**config.mk**
```make
export PLATFORM = sky130hd
export DESIGN_NAME = fetch_unit
export DESIGN_NICKNAME = d
export VERILOG_FILES = /design/src/rtl/fetch_unit.sv
export SDC_FILE = /design/constraint.sdc
export NUM_CORES = 1
export LEC_CHECK = 0
export BUFFER_PORTS_ARGS = -buffer_cell sky130_fd_sc_hd__buf_2
export CAP_MARGIN = 15
export CORE_MARGIN = 3
export CORE_UTILIZATION = 25
export CTS_CLUSTER_DIAMETER = 120
export DETAILED_ROUTE_END_ITERATION = 7
export PLACE_DENSITY = 0.49
export SLEW_MARGIN = 25
export SYNTH_ARGS = -nofsm -noshare
export SYNTH_HDL_FRONTEND = slang
export SYNTH_SLANG_ARGS = --single-unit
```
**constraint.sdc**
```tcl
create_clock -name clk -period 9.2 [get_ports clk]
set_input_delay 0.92 -clock clk [delete_from_list [all_inputs] [get_ports clk]]
set_output_delay 0.92 -clock clk [all_outputs]
set_load 0.01 [all_outputs]
```
**src/rtl/fetch_unit.sv**
```systemverilog
// Dual-issue fetch front end: requests (pc, pc+4) each cycle and queues returned pairs for decode.
// Latency: issue at t, memory data at t+1, pair visible to decode at t+2; redirect target visible at t+3.
// Backpressure: issue stops once queued plus in-flight pairs would exceed QueueDepth; head holds while not ready.
module fetch_unit #(
    parameter logic [31:0] ResetPc    = 32'h0000_0000,
    parameter int          QueueDepth = 2
) (
    input  logic        clk,
    input  logic        rst_n,
    input  logic        redirect_valid,
    input  logic [31:0] redirect_pc,
    output logic [31:0] imem_addr_a,
    output logic [31:0] imem_addr_b,
    input  logic [31:0] imem_data_a,
    input  logic [31:0] imem_data_b,
    output logic        fetch_valid,
    input  logic        fetch_ready,
    output logic [31:0] fetch_pc,
    output logic [31:0] fetch_instr_a,
    output logic [31:0] fetch_instr_b
);

    localparam int PW = (QueueDepth > 1) ? $clog2(QueueDepth) : 1;
    localparam int CW = PW + 1;
    localparam int OW = CW + 1;

    logic [31:0]   pc_q;
    logic [31:0]   inflight_pc_q;
    logic          inflight_q;
    logic [31:0]   q_pc    [QueueDepth];
    logic [31:0]   q_instr_a [QueueDepth];
    logic [31:0]   q_instr_b [QueueDepth];
    logic [PW-1:0] rd_ptr;
    logic [PW-1:0] wr_ptr;
    logic [CW-1:0] count;

    logic          pop;
    logic          push;
    logic          issue;
    logic [OW-1:0] occupancy;
    logic          redirect_lsb_unused;

    // The low two bits of the redirect target are forced to zero, so they are not consumed.
    assign redirect_lsb_unused = ^redirect_pc[1:0];

    assign fetch_valid = (count != '0);
    assign pop         = fetch_valid & fetch_ready;
    assign push        = inflight_q & ~redirect_valid;

    // Slots that will be committed after this cycle: queued pairs plus the outstanding response.
    assign occupancy   = OW'(count) + OW'(inflight_q) - OW'(pop);
    assign issue       = ~redirect_valid && (occupancy < OW'(QueueDepth));

    assign imem_addr_a = pc_q;
    assign imem_addr_b = pc_q + 32'd4;

    assign fetch_pc      = fetch_valid ? q_pc[rd_ptr]      : 32'h0;
    assign fetch_instr_a = fetch_valid ? q_instr_a[rd_ptr] : 32'h0;
    assign fetch_instr_b = fetch_valid ? q_instr_b[rd_ptr] : 32'h0;

    // PC sequencing and the single outstanding-request tracker; redirect overrides issue.
    always_ff @(posedge clk) begin
        if (!rst_n) begin
            pc_q          <= ResetPc;
            inflight_q    <= 1'b0;
            inflight_pc_q <= 32'h0;
        end else if (redirect_valid) begin
            pc_q       <= {redirect_pc[31:2], 2'b00};
            inflight_q <= 1'b0;
        end else if (issue) begin
            pc_q          <= pc_q + 32'd8;
            inflight_q    <= 1'b1;
            inflight_pc_q <= pc_q;
        end else begin
            inflight_q <= 1'b0;
        end
    end

    // Queue pointers and occupancy; a redirect flushes everything, including a same-cycle pop.
    always_ff @(posedge clk) begin
        if (!rst_n || redirect_valid) begin
            rd_ptr <= '0;
            wr_ptr <= '0;
            count  <= '0;
        end else begin
            if (push) wr_ptr <= wr_ptr + PW'(1);
            if (pop)  rd_ptr <= rd_ptr + PW'(1);
            case ({push, pop})
                2'b10:   count <= count + CW'(1);
                2'b01:   count <= count - CW'(1);
                default: count <= count;
            endcase
        end
    end

    // Queue payload storage; contents are meaningless while count is zero, so no reset.
    always_ff @(posedge clk) begin
        if (rst_n && push) begin
            q_pc[wr_ptr]      <= inflight_pc_q;
            q_instr_a[wr_ptr] <= imem_data_a;
            q_instr_b[wr_ptr] <= imem_data_b;
        end
    end

    // Issue throttling should make a push into a full queue unreachable.
    always_ff @(posedge clk) begin
        if (rst_n) begin
            assert (!(push && !pop && (count == CW'(QueueDepth))));
        end
    end

endmodule

```
Yosys cells after proc, flatten, opt, wreduce, memory -nomap -nowiden
Memory sizes are Yosys's and may differ from the RTL's. A register that Yosys moved wholly into a read port is not among the register bits.
Index checks and enable logic that the tools add are counted.
Word-level totals
  bits in registers: 69
  word-level logic and storage cells: 49
  memories kept: 3
  bits in writable memories: 192
  input bits: 100
Cells by class
  reductions and logical operators: 9
  bitwise logic cells: 4
  multiplexer cells: 15
  $lt $le $gt $ge: 1
  add/sub/neg operators: 8
  equality and inequality tests: 2
Memories
  q_instr_a: words 2, width 32, rd ports 1, clocked after Yosys merged registers in 1, wr ports 1, RTL line 31  | logic [31:0] q_instr_a [QueueDepth];
  q_instr_b: words 2, width 32, rd ports 1, clocked after Yosys merged registers in 1, wr ports 1, RTL line 32  | logic [31:0] q_instr_b [QueueDepth];
  q_pc: words 2, width 32, rd ports 1, clocked after Yosys merged registers in 1, wr ports 1, RTL line 30  | logic [31:0] q_pc [QueueDepth];
Operator list (count)
  2-to-1 mux 32 bit: 5
  adder 32 x 3 -> 32 bit, second input constant: 1
  adder 32 x 4 -> 32 bit, second input constant: 1
  2-to-1 mux 1 bit: 9
  nonzero test 2 bit: 3
  case mux 2 bit (2 select lines): 1
  adder 2 x 1 -> 3 bit: 1
  < comparator 3 x 2 -> 1 bit, second input constant: 1
  subtractor 3 x 1 -> 3 bit: 1
  adder 1 bit, second input constant: 2
  adder 2 x 1 -> 2 bit, second input constant: 1
  AND 1 bit: 2
  equality test 2 x 1 -> 1 bit, second input constant: 1
  equality test 2 bit, second input constant: 1
  logical AND 1 bit: 2
  inverter 1 bit: 2
  AND reduction 2 bit: 1
  OR reduction 2 bit: 1
  subtractor 2 x 1 -> 2 bit, second input constant: 1
  zero test 1 bit: 1
  logical OR 1 bit: 1

Longest topological paths before layout
Gate-level depths: netlist of run 1.
  depth after elaboration: 7
  depth in mapped cells: 11
  depth with buffers taken out: 8

Worst setup path before layout of run 1
Ideal clock, no wire load.
  kind: in2reg
  start: in redirect_valid
  end: mem q_instr_a[0][0] (enable)
  arrival time: 8.528 ns
  path slack: -0.010 ns
  stages: 5
  cells stage by stage: clkbuf_1 > inv_1 > clkbuf_1 > nand2_1 > nor3b_1
Between the ends
  cells in the longest elaborated chain, start to end: 5
Ends and longest elaborated chain
  start, declared: RTL line 10  | input logic redirect_valid,
  inverter 1 bit: RTL line 48  | assign push = inflight_q & ~redirect_valid;
  AND 1 bit: RTL line 48
  logical AND 1 bit: RTL line 98  | if (rst_n && push) begin
  2-to-1 mux 1 bit: RTL line 98
  2-to-1 mux 1 bit (not written as such): RTL line 100  | q_instr_a[wr_ptr] <= imem_data_a;
  end, declared: RTL line 31
No other way between the ends.

Worst setup path after layout of run 1
  start: reg pc_q[3], in the netlist imem_addr_a[3]
  end: out imem_addr_b[24]
Between the ends
  cells in the longest elaborated chain, start to end: 1
Ends and longest elaborated chain
  start, declared: RTL line 27  | logic [31:0] pc_q;
  start signal, assigned: RTL line 64  | pc_q <= ResetPc;
  start signal, assigned: RTL line 68  | pc_q <= {redirect_pc[31:2], 2'b00};
  start signal, assigned: RTL line 71  | pc_q <= pc_q + 32'd8;
  adder 32 x 3 -> 32 bit: RTL line 55  | assign imem_addr_b = pc_q + 32'd4;
  end, declared: RTL line 13  | output logic [31:0] imem_addr_b,
No other way between the ends.

==> out/results.tsv, run 1 <==
stage	metric	value	unit
synthesis	async_flop_share	0	%
synthesis	synth_cell_types	50	
timing	fin_crit	4.216	ns
pwr	clock_power_share	44.7	%
final_layout	final_core_util	31.75	%
routing	via_count	7592	
routing	viasPerCell	4.585	
synthesis	synth.top_cell.area_share	52.80	%
placed_design	post-dp-hpwl	20.76	mm
hold_path	whs_path_depth	0	
die	die_w	212.8	um
die	fp.dieArea	45280	sq um
placed_design	gp_congestion	0.7954	
cts	clk_pin_slew	0.06	ns
die	rows	75	
critical_path	crit_chain	ha_1 > nand3_1 > nor4_1 > nand4_1 > xnor2_1 > buf_2	
routing	drt_iter0_drc	438	
pwr	swShare	22.55	%
timing	max_freq	237.2	MHz
synthesis	synthTopCellsByArea	edfxtp_1 (53%), dfxtp_1 (12%), mux2i_1 (8.9%)	
routing	wl_per_cell	18.70	um
synthesis	synthMuxAreaShare	8.894	%
final_layout	final_nets	1196	
final_layout	area_growth	25.11	%
timing	rsz0062_at_grt	no	
die	initial_core_util	25.37	%
pwr	combPwrFrac	5.5	%
pwr	p_seq_share	49.8	%
critical_path	path_class	flip-flop to output port	
synthesis	synthAdderAreaFrac	0.4213	%
global_route	grt_usage	13.04	%
final_layout	fill_cells	4321	
synthesis	synth_warnings	0	
cts	clockBufferDepth	3	
global_route	grt_overflow	0	
cts	htree_levels	1	
synthesis	yosys.area_share.simple	12.85	%
cts	hold_buffers	0	
cts	cts_root_buffer	clkbuf_16	
pwr	p_per_area	193.8	nW/um^2
synthesis	ys_seq_elements	254	
critical_path	cp_top_family	simple AND/OR/NAND/NOR gates	
critical_path	arrival	3.30	ns
critical_path	critPathBufInv	1	
global_route	grt_pass1_vias	7454	
critical_path	crit_slowest_cell	nor4_1	
timing	period_share	45.83	%
critical_path	cp-end-kind	output port	
final_layout	drive_gt1_share	28.11	%
timing	tightest_slew	1.021	ns
placed_design	port_buffers	252	
synthesis	syn_area_per_cell	12.29	sq um
pwr	power.leakage	4.942	nW
timing	slew_headroom	31.69	%
final_layout	seqCellArea	6970	sq um
synthesis	synth_largest_area_cell	edfxtp_1	
run	max_cap_violations	0	
timing	fin_tns_setup	0	ns
routing	drt-pass1-iter-count	5	
final_layout	multiInputGateArea	3397	sq um
die	die_h	212.8	um
critical_path	worst-path-max-fanout	8	
die	core	42130	sq um
synthesis	synth_top_family_by_area	simple AND/OR/NAND/NOR gates	
synthesis	yosysSeqAreaShare	65.16	%
timing	fin_skew	0.01541	ns
critical_path	cpPeakStageDelay	0.82	ns
cts	post_cts_buffers	0	
synthesis	synth-xor-area-share	3.441	%
timing	hold_viol	0	
routing	wl	30.98	mm
synthesis	synth_ff_type	edfxtp_1	
placed_design	place_ws	5.174	ns
cts	numCtsBuffers	30	
pwr	ir_worst_vdd	0.0001182	V
timing	maxSlewViolCount	0	
critical_path	cp-start-kind	flip-flop	
synthesis	synth_compound_area_share	5.711	%
die	io_pins	261	
critical_path	crit_required	8.28	ns
cts	cts_tree	yes	
critical_path	crit_cells	6	
cts	clk_latency	0.56	ns
pwr	internal_power	2.007	mW
pwr	switching_power	0.5846	mW
synthesis	synthCells	870	
cts	clock_sinks	254	
run_status	status	complete, no violations	
synthesis	synth-edff-count	188	
routing	drc_errors	0	
hold_path	hold_path.class	flip-flop to flip-flop	
global_route	antenna_found_initial	3	
critical_path	ff2ff_path_depth	9	
global_route	grt_max_degree	79	
cts	cts.repair.resized	0	
timing	worst_slack	4.984	ns
routing	ant_nets	0	
final_layout	antennaDiodeCount	0	
timing	setup_viol	0	
global_route	grt_pass1_wl	45.78	mm
synthesis	synth_area	10690	sq um
==> path summary, 6_finish.rpt <==
check | to | start | slack [ns]
worst min register to register | q_pc[0][9] | inflight_pc_q[9] | 0.45
worst min-delay path | q_pc[0][9] | inflight_pc_q[9] | 0.45
worst max register to register | inflight_pc_q[2] | count[1] | 5.83
worst max-delay path | imem_addr_b[24] | imem_addr_a[3] | 4.98
==> layout by cell type, fill, tap and decap left out, types with 2 or more instances in the layout <==
cell type / count
nor2_1: 115
nand2_1: 78
nand4_1: 19
nor4_1: 7
bufinv_16: 3
mux2i_1: 95
a311oi_1: 4
o31ai_1: 10
edfxtp_1: 188
clkbuf_1: 5
clkinv_2: 6
and4_1: 6
and3_1: 2
buf_4: 9
clkinvlp_4: 3
xnor2_1: 21
or3_1: 10
conb_1: 6
a31oi_1: 12
inv_1: 9
xor2_1: 21
clkinv_1: 7
o21ai_0: 25
nor3_1: 11
clkbuf_16: 31
ha_1: 2
or4_1: 12
and2_1: 3
a21oi_1: 32
a21boi_0: 8
dfxtp_1: 65
buf_2: 252
nand3_1: 14
nand2b_1: 2
==> synthesized netlist by cell type, drive strengths merged (3+ instances only) <==
library cell,number
xnor2,21
buf,26
dfxtp,66
or3,10
nand4,21
or4,12
a21oi,32
a311oi,4
nand3,14
and2,3
a31oi,12
xor2,21
o31ai,10
clkbuf,49
nand2,78
nor3,12
inv,9
nor4,7
edfxtp,188
nor2,116
a21boi,8
and4,7
o21ai,25
mux2i,95
==> state kept, by name, indices dropped and copies added, names as in the netlist, named ones only <==
register / count
q_pc: 60
count: 2
wr_ptr: 1
inflight_q: 1
q_instr_a: 64
rd_ptr: 1
imem_addr_a: 30
inflight_pc_q: 30
q_instr_b: 64
==> logic make-up (layout without fill, tap and decap cells) <==
| logic type | after synthesis | count (layout) |
|---|---|---|
| compound gates | 100 | 100 |
| mux | 95 | 95 |
| buf+inv | 84 | 326 |
| xor+xnor | 42 | 42 |
| other cells | 1 | 6 |
| fa+ha+maj | 3 | 3 |
| flops | 254 | 254 |
| simple gates | 291 | 291 |
==> layer usage <==
metal | global-route usage [%] | routed length (um) | up-vias
met3 | 3.688 | 2740 | 37
met2 | 20.84 | 13870 | 313
li1 | - | - | 3590
met4 | 2.638 | 431 | 2
met1 | 17.80 | 13920 | 3650
met5 | 0 | 11 | -
==> power by group through the flow <==
stage,logic (mW),registers [mW],clock network [mW]
6_report,0.144,1.29,1.16
5_1_grt,0.160,1.29,1.25
3_5_place_dp,0.146,1.31,0
3_3_place_gp,0.144,1.31,0
4_1_cts,0.146,1.29,1.20
2_1_floorplan,0.0856,1.30,0
==> metrics by stage <==
| stage | instances | area (sq um) | power [mW] | hold WS (ns) |
|---|---|---|---|---|
| 6_report | 1656 | 13380 | 2.592 | 0.4529 |
| 5_1_grt | 1656 | 13380 | 2.702 | 0.4718 |
| 4_1_cts | 1656 | 13380 | 2.637 | 0.4525 |
| 3_5_place_dp | 1600 | 12400 | 1.460 | 0.4388 |
| 3_3_place_gp | 1600 | 12400 | 1.458 | 0.4322 |
| 2_1_floorplan | 875 | 10720 | 1.381 | 0.4254 |
==> area by class of cell <==
cell class              count  area share, %
well taps                 539          5.042
inverters                   9         0.2525
clock buffers              36          5.940
clock inverters            20          1.328
repair buffers            261          9.934
multi-input cells         537          25.40
flip-flops and latches    254          52.11
(Power assumes the default switching activity.)
==> run 2: changes to the inputs <==
PLACE_DENSITY = 0.47   (was 0.49)
clock period = 3.9 ns   (was 9.2 ns; I/O delays follow)
==> out/results.tsv, run 2 (synthesized netlist as in run 1, its figures left out) <==
stage	metric	value	unit	change
run_status	status	complete, no violations		unchanged
pwr	power.leakage	5.243	nW	was 4.942 nW
cts	hold_buffers	54		was 0
routing	wl_per_cell	18.37	um	was 18.70 um
placed_design	gp_congestion	0.7858		was 0.7954
critical_path	cp-start-kind	flip-flop		unchanged
routing	drt_iter0_drc	424		was 438
critical_path	arrival	3.01	ns	was 3.30 ns
global_route	grt_max_degree	76		was 79
global_route	antenna_found_initial	0		was 3
routing	drc_errors	0		unchanged
cts	numCtsBuffers	30		unchanged
critical_path	crit_required	3.51	ns	was 8.28 ns
die	io_pins	261		unchanged
global_route	grt_pass1_vias	7860		was 7,454
cts	cts_root_buffer	clkbuf_16		unchanged
timing	worst_slack	0.4974	ns	was 4.984 ns
die	initial_core_util	25.37	%	unchanged
final_layout	multiInputGateArea	3405	sq um	was 3397 sq um
final_layout	area_growth	31.67	%	was 25.11%
critical_path	path_class	flip-flop to output port		unchanged
timing	fin_tns_setup	0	ns	unchanged
global_route	grt_overflow	0		unchanged
final_layout	seqCellArea	6970	sq um	unchanged
timing	tightest_slew	0.6757	ns	was 1.021 ns
die	die_h	212.8	um	unchanged
final_layout	fill_cells	4244		was 4,321
cts	htree_levels	1		unchanged
routing	drt-pass1-iter-count	5		unchanged
cts	cts_tree	yes		unchanged
die	die_w	212.8	um	unchanged
die	rows	75		unchanged
placed_design	post-dp-hpwl	21.02	mm	was 20.76 mm
placed_design	place_ws	0.7804	ns	was 5.174 ns
run	max_cap_violations	0		unchanged
timing	fin_crit	3.403	ns	
final_layout	layout_commonest_cell	buf_2		unchanged
global_route	grt_pass1_wl	47.33	mm	was 45.78 mm
die	core	42130	sq um	unchanged
cts	post_cts_buffers	0		unchanged
timing	hold_viol	0		unchanged
cts	clk_latency	0.56	ns	about the same
die	fp.dieArea	45280	sq um	unchanged
final_layout	drive_gt1_share	27.43	%	was 28.11%
cts	clockBufferDepth	3		unchanged
cts	clk_pin_slew	0.06	ns	about the same
routing	viasPerCell	4.580		was 4.585
routing	ant_nets	0		unchanged
timing	period_share	87.25	%	
cts	cts.repair.resized	0		unchanged
final_layout	antennaDiodeCount	0		unchanged
timing	slew_headroom	54.54	%	was 31.69%
pwr	p_per_area	440.1	nW/um^2	was 193.8 nW/um^2
global_route	grt_usage	13.51	%	was 13.04%
timing	setup_viol	0		unchanged
placed_design	port_buffers	252		unchanged
timing	max_freq	293.9	MHz	
final_layout	final_nets	1260		was 1,196
critical_path	cp-end-kind	output port		unchanged
pwr	ir_worst_vdd	0.0002619	V	was 0.0001182 V
timing	fin_skew	0.01751	ns	was 0.01541 ns
routing	via_count	7878		was 7,592
routing	wl	31.59	mm	was 30.98 mm
cts	clock_sinks	254		unchanged
timing	maxSlewViolCount	0		unchanged
hold_path	hold_path.class	input port to flip-flop		was flip-flop to flip-flop
timing	rsz0062_at_grt	no		unchanged
final_layout	largest_registers	q_instr_a: 64 flops, q_instr_b: 64 flops, q_pc: 60 flops		unchanged
final_layout	layout_common_cells	buf_2 (252), edfxtp_1 (188), nor2_1 (115), mux2i_1 (95), nand2_1 (78)		unchanged
critical_path	worst-path-max-fanout	11		was 8
run 2: final cells by class:
class | count | area share, %
Sequential cell | 254 | 49.52
Timing Repair Buffer | 325 | 14.26
Multi-Input combinational cell | 537 | 24.18
Clock buffer | 42 | 6.168
Clock inverter | 14 | 0.8444
Tap cell | 539 | 4.791
Inverter | 9 | 0.2400
run 2: per-layer routing:
layer | vias up | track usage (%) | wire [um]
li1 | 3720 | - | -
met4 | 0 | 3.235 | 614
met5 | - | 0 | 0
met3 | 47 | 3.350 | 2392
met1 | 3803 | 18.05 | 14200
met2 | 308 | 22.18 | 14390
run 2: report_power, final:
part	switching (mW)	total [mW]	internal, mW
Clock	1.09	2.76	1.67
Sequential	0.0800	3.04	2.96
Combinational	0.221	0.401	0.180
Total	1.39	6.20	4.81
run 2: worst paths after layout:
check                         start               to  slack (ns)  cells after the start
hold reg to reg   inflight_pc_q[20]      q_pc[1][20]        0.45                      0
setup / recovery     imem_addr_a[6]  imem_addr_b[24]        0.50                      5
hold / removal       imem_data_b[4]  q_instr_b[0][4]        0.04                      1
setup reg to reg           count[1]  imem_addr_a[27]        0.75                      9
run 2: through the flow:
stage          hold slack, ns  cells  instance area [sq um]  total power [mW]  util [%]
2_1_floorplan          0.4254    875                  10720             3.257         -
3_3_place_gp           0.4308   1610                  12540             3.449     29.77
3_5_place_dp           0.4380   1610                  12540             3.453     29.77
4_1_cts            0.00005335   1720                  14070             6.319     33.39
5_1_grt              0.007815   1720                  14080             6.458     33.41
6_report              0.03782   1720                  14080             6.196     33.41
run 2: worst max-delay path: stages (launching register included):
cell and delay (ns):
dfxtp_1 0.60, nand4_1 0.55, nor4_1 0.77, nand4_1 0.20
xnor2_1 0.17, buf_2 0.16
==> run 3: changes to the inputs <==
MAX_ROUTING_LAYER = met4   (was unset)
==> out/results.tsv, run 3 (synthesized netlist as in run 1, its figures left out) <==
stage	metric	value	unit	change
hold_path	hold_path.class	input port to flip-flop		unchanged
cts	numCtsBuffers	30		unchanged
placed_design	port_buffers	252		unchanged
final_layout	seqCellArea	6970	sq um	unchanged
routing	viasPerCell	4.569		was 4.580
critical_path	cp-start-kind	flip-flop		unchanged
final_layout	drive_gt1_share	27.43	%	unchanged
timing	tightest_slew	0.6954	ns	was 0.6757 ns
timing	rsz0062_at_grt	no		unchanged
pwr	power.leakage	5.243	nW	unchanged
global_route	grt_pass1_vias	7848		was 7,860
final_layout	fill_cells	4244		unchanged
timing	period_share	86.15	%	was 87.25%
pwr	ir_worst_vdd	0.0002631	V	was 0.0002619 V
final_layout	antennaDiodeCount	0		unchanged
final_layout	layout_common_cells	buf_2 (252), edfxtp_1 (188), nor2_1 (115), mux2i_1 (95), nand2_1 (78)		unchanged
die	core	42130	sq um	unchanged
die	fp.dieArea	45280	sq um	unchanged
global_route	grt_usage	13.94	%	was 13.51%
critical_path	crit_required	3.51	ns	about the same
die	initial_core_util	25.37	%	unchanged
routing	ant_nets	0		unchanged
die	io_pins	261		unchanged
critical_path	crit_chain	nand4_1 > nor4_1 > nand4_1 > xnor2_1 > buf_2		unchanged
critical_path	cp-end-kind	output port		unchanged
timing	max_freq	297.6	MHz	was 293.9 MHz
final_layout	layout_commonest_cell	buf_2		unchanged
routing	drt_iter0_drc	471		was 424
critical_path	crit_cells	5		unchanged
run_status	status	complete, no violations		unchanged
cts	cts_root_buffer	clkbuf_16		unchanged
critical_path	cp-startpoint	imem_addr_a[8]		was imem_addr_a[6]
critical_path	path_class	flip-flop to output port		unchanged
global_route	grt_pass1_wl	47.35	mm	was 47.33 mm
timing	fin_tns_setup	0	ns	unchanged
global_route	grt_max_degree	76		unchanged
die	rows	75		unchanged
die	die_h	212.8	um	unchanged
cts	clock_sinks	254		unchanged
pwr	p_per_area	439.9	nW/um^2	was 440.1 nW/um^2
cts	cts.repair.resized	0		unchanged
critical_path	cp_top_family	simple AND/OR/NAND/NOR gates		unchanged
timing	setup_viol	0		unchanged
final_layout	area_growth	31.67	%	unchanged
final_layout	largest_registers	q_instr_a: 64 flops, q_instr_b: 64 flops, q_pc: 60 flops		unchanged
timing	hold_viol	0		unchanged
global_route	antenna_found_initial	0		unchanged
routing	via_count	7858		was 7,878
routing	drt-pass1-iter-count	4		was 5
final_layout	multiInputGateArea	3405	sq um	unchanged
cts	clk_pin_slew	0.06	ns	about the same
hold_path	hp-start	imem_data_b[4]		unchanged
timing	hold_ws	0.04078	ns	was 0.03782 ns
critical_path	worst-path-max-fanout	9		was 11
timing	slew_headroom	53.21	%	was 54.54%
placed_design	post-dp-hpwl	21.02	mm	unchanged
timing	fin_skew	0.01388	ns	was 0.01751 ns
critical_path	regToRegSetupSlack	0.74	ns	was 0.75 ns
routing	wl_per_cell	18.34	um	was 18.37 um
global_route	grt_overflow	0		unchanged
timing	maxSlewViolCount	0		unchanged
cts	clockBufferDepth	3		unchanged
critical_path	arrival	2.97	ns	was 3.01 ns
placed_design	dp.cells	1610		unchanged
cts	htree_levels	1		unchanged
cts	cts_tree	yes		unchanged
placed_design	gp_congestion	0.7968		was 0.7858
run	max_cap_violations	0		unchanged
critical_path	cp_common_cell	nand4_1		unchanged
critical_path	cpPeakStageDelay	0.77	ns	about the same
routing	drc_errors	0		unchanged
critical_path	worstReg2RegEnd	imem_addr_a[24]		was imem_addr_a[27]
cts	clk_latency	0.55	ns	was 0.56 ns
final_layout	final_nets	1260		unchanged
critical_path	critPathBufInv	1		unchanged
critical_path	critPathCapture	imem_addr_b[24]		unchanged
critical_path	crit_slowest_cell	nor4_1		unchanged
critical_path	ff2ff_path_depth	8		was 9
die	die_w	212.8	um	unchanged
final_layout	final_cells	1720		unchanged
timing	fin_crit	3.360	ns	was 3.403 ns
routing	wl	31.55	mm	was 31.59 mm
critical_path	worst_r2r_startpoint	count[1]		unchanged
-- run 3: cell counts in the layout (fill, tap and decap cells not counted) --
No cell type changed its count.
-- run 3: per-layer routing --
layer | global-route usage, % | routed length, um
met1 | 18.30 | 14320
met2 | 22.13 | 14320
met3 | 3.115 | 2299
met4 | 3.258 | 611
met5 | - | 0
-- run 3: final cells by class --
cell class	instances	area share, %
clock buffers	42	6.168
clock inverters	14	0.8444
inverters	9	0.2400
multi-input cells	537	24.18
flip-flops and latches	254	49.52
well taps	539	4.791
repair buffers	325	14.26
-- run 3: what timing repair did --
item / 4_1_cts / 5_1_grt
hold buffers: 54 / 0
setup buffers: 0 / 0
hold endpoints to repair: 104 / 0
-- run 3: stage by stage --
step                      area, sq um  setup WS [ns]  util, %  power [mW]
after floorplan                 10720        0.03506        -       3.257
after global placement          12540         0.8431    29.77       3.449
after detailed placement        12540         0.7804    29.77       3.453
after CTS                       14070         0.4746    33.39       6.319
after global routing            14080         0.1923    33.41       6.460
final                           14080         0.5400    33.41       6.193
-- run 3: worst min-delay path by stage --
stage                             endpoint  slack [ns]  cells after the start
after floorplan                q_pc[0][10]        0.43                      0
after global placement         q_pc[0][19]        0.43                      0
after detailed placement       q_pc[0][20]        0.44                      0
after CTS                 q_instr_b[0][21]     0.00005                      1
after global routing      q_instr_b[0][12]       0.008                      1
final                      q_instr_b[0][4]        0.04                      1
-- run 3: where the power goes --
| part | switching (mW) | internal, mW |
|---|---|---|
| clock | 1.08 | 1.67 |
| sequential | 0.0803 | 2.96 |
| combinational | 0.220 | 0.180 |
| total | 1.38 | 4.81 |
-- run 3: worst register-to-register path, stage by stage, from the launching register on --
cell	delay (ns)
dfxtp_1	0.58
and3b_1	0.28
a21o_1	0.12
nand2_1	0.08
fa_1	0.53
nand4_1	0.28
or3_1	0.57
or4_1	0.50
a31oi_1	0.16
